### src/rtl/priority_encoder.sv
// -----------------------------------------------------------------------------
// Module  : priority_encoder
// Brief   : MSB-first priority encoder with combinational and registered result.
//           Define PRIORITY_ENCODER_ONEHOT_EN to add one-hot grant/grant_q ports.
// Rev     : 1.0  initial release
// -----------------------------------------------------------------------------
`default_nettype none

module priority_encoder #(
   parameter int WIDTH = 8,
   parameter int OUT_W = $clog2(WIDTH)
) (
   input  logic             clk,
   input  logic             rst_n,
   input  logic             en,
   input  logic [WIDTH-1:0] in,
   output logic [OUT_W-1:0] out,
   output logic             valid,
   output logic [OUT_W-1:0] out_q,
`ifdef PRIORITY_ENCODER_ONEHOT_EN
   output logic [WIDTH-1:0] grant,
   output logic [WIDTH-1:0] grant_q,
`endif
   output logic             valid_q
);

   logic [OUT_W-1:0] w_out;
   logic             w_valid;
   logic [OUT_W-1:0] r_out_q;
   logic             r_valid_q;

   // Ascending scan: the last set bit seen is the highest, so it wins.
   always_comb begin
      w_out   = '0;
      w_valid = 1'b0;
      for (int i = 0; i < WIDTH; i++) begin
         if (in[i]) begin
            w_out   = OUT_W'(i);
            w_valid = 1'b1;
         end
      end
   end

   always_ff @(posedge clk or negedge rst_n) begin
      if (!rst_n) begin
         r_out_q   <= '0;
         r_valid_q <= 1'b0;
      end else if (en) begin
         r_out_q   <= w_out;
         r_valid_q <= w_valid;
      end
   end

   assign out     = w_out;
   assign valid   = w_valid;
   assign out_q   = r_out_q;
   assign valid_q = r_valid_q;

`ifdef PRIORITY_ENCODER_ONEHOT_EN
   logic [WIDTH-1:0] w_grant;
   logic [WIDTH-1:0] r_grant_q;

   always_comb begin
      w_grant = '0;
      if (w_valid) begin
         w_grant[w_out] = 1'b1;
      end
   end

   always_ff @(posedge clk or negedge rst_n) begin
      if (!rst_n) begin
         r_grant_q <= '0;
      end else if (en) begin
         r_grant_q <= w_grant;
      end
   end

   assign grant   = w_grant;
   assign grant_q = r_grant_q;
`endif

endmodule

`default_nettype wire

### config.mk
export PLATFORM = sky130hd
export DESIGN_NAME = priority_encoder
export DESIGN_NICKNAME = d
export VERILOG_FILES = /design/src/rtl/priority_encoder.sv
export SDC_FILE = /design/constraint.sdc
export NUM_CORES = 1
export LEC_CHECK = 0
export ABC_AREA = 1
export BUFFER_PORTS_ARGS = -buffer_cell sky130_fd_sc_hd__buf_2
export CAP_MARGIN = 40
export CORE_AREA = 2 2 39 41
export DETAILED_ROUTE_END_ITERATION = 10
export DIE_AREA = 0 0 41 43
export PLACE_DENSITY_LB_ADDON = 0.2
export SYNTH_ARGS = -nofsm -noshare
export SYNTH_HDL_FRONTEND = slang
export SYNTH_SLANG_ARGS = --single-unit
### constraint.sdc
create_clock -name clk -period 1.2 [get_ports clk]
set_input_delay 0.12 -clock clk [delete_from_list [all_inputs] [get_ports clk]]
set_output_delay 0.12 -clock clk [all_outputs]
set_load 0.05 [all_outputs]
Word-level counts from Yosys, hierarchy flattened
Cells that the tools add are included.

word-level totals
  register bits = 4
  bits of input ports = 11
  output and inout bits = 8
  logic and storage cells = 17

operators by class
  muxes and demuxes = 15

operators with widths
  cell              number
  3-bit 2-to-1 mux  6
  1-bit 2-to-1 mux  9

Depth between registers and ports, before layout
  depth after elaboration = 8
  mapped depth = 9
  gate-level depth less buffers = 9

Least setup slack after synthesis
Ideal clock, no wire load.

  path kind = input to output
  from = in in[5]
  to = out valid
  arrival = 1.140 ns
  required time = 1.080 ns
  setup slack = -0.060 ns
  cell stages on the path = 4
  path buffers = 0
  cells stage by stage = nor2_1 -> nand3_1 -> nor2_2 -> inv_1

on the way
  cells in the longest elaborated chain, start to end = 3

RTL lines
  element                         line  text
  from (decl)                     16    input logic [WIDTH-1:0] in,
  1-bit 2-to-1 mux (3 in series)  37    if (in[i]) begin
  to (decl)                       18    output logic valid,

No other way between the ends.

Final worst setup path
  from = in in[5]
  to = out out[1]

on the way
  cells in the longest elaborated chain, start to end = 3

RTL lines
  element                         line  text
  3-bit 2-to-1 mux (3 in series)  37
  to (decl)                       17    output logic [OUT_W-1:0] out,

No other way between the ends.

==> metrics.yaml <==
outcome: "completed"
dr.first_iter.drc_count: 1
drt_pass1_iterations: 2
synth.distinct_cells: 9
hold_class: "in -> reg"
whs_ns: 0.126
antenna_found_initial: 0
postLayoutCoreUtil_pct: 27.4
fmax_ghz: 1.02
rsz0062_at_grt: "false"
p_clk_share_pct: 35.8
p_per_area_mw_per_mm2: 1190
wl_per_cell_um: 7.73
drive_above_1_share_pct: 41.4
fin_nets: 71
syn_to_final_growth_pct: 63.8
cts_buffers: 3
place.gp.congestion: 0.645
track_usage_pct: 7.93
ctsResizeCount: 0
crit_chain: "buf_2 -> nor2_1 -> o21ai_0 -> nand3_1 -> buf_2"
p_sw_mw: 0.153
clk_pin_slew_worst_paths_ns: 0.04
dpl-instance-area_sq_um: 347
viasPerCell: 3.78
clock-sinks: 4
worst-path-buf-inv: 2
grt_pass1_wl_um: 938
slowest_stage: "buf_2"
fin_total_pwr_mw: 0.450
cts-root-buf: "clkbuf_4"
critPathTopFamily: "buffers and inverters"
reg2regPathDepth: 2
period_share_pct: 81.6
cts_setup_buffers: 0
timing.rr.start: "valid_q"
min_from: "en"
grt_max_degree: 6
setup_viol: 0
clock_skew_ns: 0
worst_setup_path_start_kind: "primary input"
min_to: "out_q[0]"
tns_ns: 0
yosys_warnings: 0
ant_nets: 0
portBuffers: 18
fin_area_sq_um: 379
endpoint_kind: "output pin"
cp.required_ns: 1.08
p_comb_share_pct: 30.1
holdPathStages: 3
syn_area_per_cell_sq_um: 6.43
boundaryPins: 19
switching_share_pct: 34.1
drcViolationCount: 0
worstSetupPathType: "in -> out"
worst_pin_slew_ns: 0.250
syn_inst: 36
synth_nets: 47
num_antenna_cells: 0
rows: 14
slowest_delay_ns: 0.27
dieArea_sq_mm: 0.00176
coreArea_sq_mm: 0.00138
vdd.ir_drop.worst_mv: 0.267
regToRegSetupSlack_ns: 0.59
clk_latency_ns: 0.23
p_leak_nw: 0.222
cts.htree.levels: 1
max_cap_violations: 0
vias: 280
power.internal_mw: 0.297
yosysSeqAreaShare_pct: 43.2
cts_tree: "yes"
start_util_pct: 16.7
critPathMaxFanout: 2
die_h_um: 43
arrival_ns: 0.86
dp_hpwl_um: 495
synth_seq_cells: 4
fin_crit_ns: 0.980
overflow: 0
drv_slew: 0
wl_um: 572
final_hold_viol_count: 0
relSlewSlack_pct: 83.4
r2r-end: "valid_q"
die_x_um: 41
clockBufferDepth: 2
syn_area_sq_um: 231
grt_pass1_vias: 254
cpMostUsedCell: "buf_2"
seq_power_share_pct: 34.1
==> cell type report <==
type / count / area [sq um]
clock buffers: 3 / 22.5
fillers: 169 / 1000
repair buffers: 19 / 100
well taps: 16 / 20.0
flip-flops and latches: 4 / 100
inverters: 8 / 30.0
multi-input cells: 24 / 106
==> cells in the mapped netlist <==
| library cell | number | share of area, % |
|---|---|---|
| dfrtp_1 | 4 | 43 |
| nand2_2 | 1 | 2.7 |
| nand3_1 | 3 | 6.5 |
| nor2_1 | 2 | 3.2 |
| o21ai_1 | 1 | 2.2 |
| nor2_2 | 1 | 2.7 |
| nand2_1 | 15 | 24 |
| inv_1 | 8 | 13 |
| o21ai_0 | 1 | 2.2 |
==> layer usage <==
metal  vias to the layer above  GRT usage (%)  wire length (um)
li1                        151              -                 -
met1                       114           9.97               245
met2                        15           10.3               250
met3                         0           1.57                77
met4                         0           8.00                 0
met5                         -              0                 0
==> stage by stage <==
stage | worst slack (ns) | cells
final | 0.220 | 74
after detailed placement | 0.225 | 70
after global placement | 0.227 | 70
after floorplan | 0.135 | 36
after global routing | 0.118 | 74
after CTS | 0.217 | 74
==> power by group through the flow <==
stage / sequential, mW / combinational (mW) / clock (mW)
after CTS: 0.154 / 0.137 / 0.170
after floorplan: 0.196 / 0.0502 / 0
final: 0.154 / 0.135 / 0.161
after global placement: 0.155 / 0.135 / 0
after detailed placement: 0.155 / 0.134 / 0
after global routing: 0.154 / 0.150 / 0.171
==> timing repair <==
| item | CTS | global route |
|---|---|---|
| endpoints found under the hold margin | 4 | 0 |
| endpoints found under the setup margin | 0 | 0 |
| hold buffers | 1 | 0 |
==> sequential cells by signal, indices dropped and copies added, names as in the netlist <==
name     flops
valid_q      1
out_q        3
==> worst max path at each step <==
stage | from | endpoint | depth (start not counted)
floorplan | in[5] | valid | 4
global placement | in[2] | out[0] | 9
detailed placement | in[5] | out[1] | 5
CTS | in[5] | out[1] | 5
global route | in[2] | out[0] | 9
finish | in[5] | out[1] | 5
==> layout by cell type (no fill, tap or decap) <==
cell type | netlist | final
dfrtp_1 | 4 | 4
o21ai_0 | 1 | 1
o21ai_1 | 1 | 1
inv_1 | 8 | 8
buf_2 | 0 | 18
nand3_2 | 0 | 1
nand3_1 | 3 | 2
clkbuf_4 | 0 | 3
nor2_1 | 2 | 2
nor2_2 | 1 | 1
nand2_2 | 1 | 1
nand2_1 | 15 | 15
dlygate4sd3_1 | 0 | 1
==> worst reg2reg max path: stages (launching register included) <==
cell and delay, ns:
dfrtp_1 0.37, nand2_1 0.07, o21ai_1 0.05
==> cells by family (layout without fill, tap and decap cells) <==
logic type,Yosys count,after routing,share of synthesized area (%)
AOI/OAI and AO/OA,2,2,4.32
DFF,4,4,43.2
and+or+nand+nor,22,22,39.5
buffers and inverters,8,30,13.0
(Power assumes the default switching activity.)
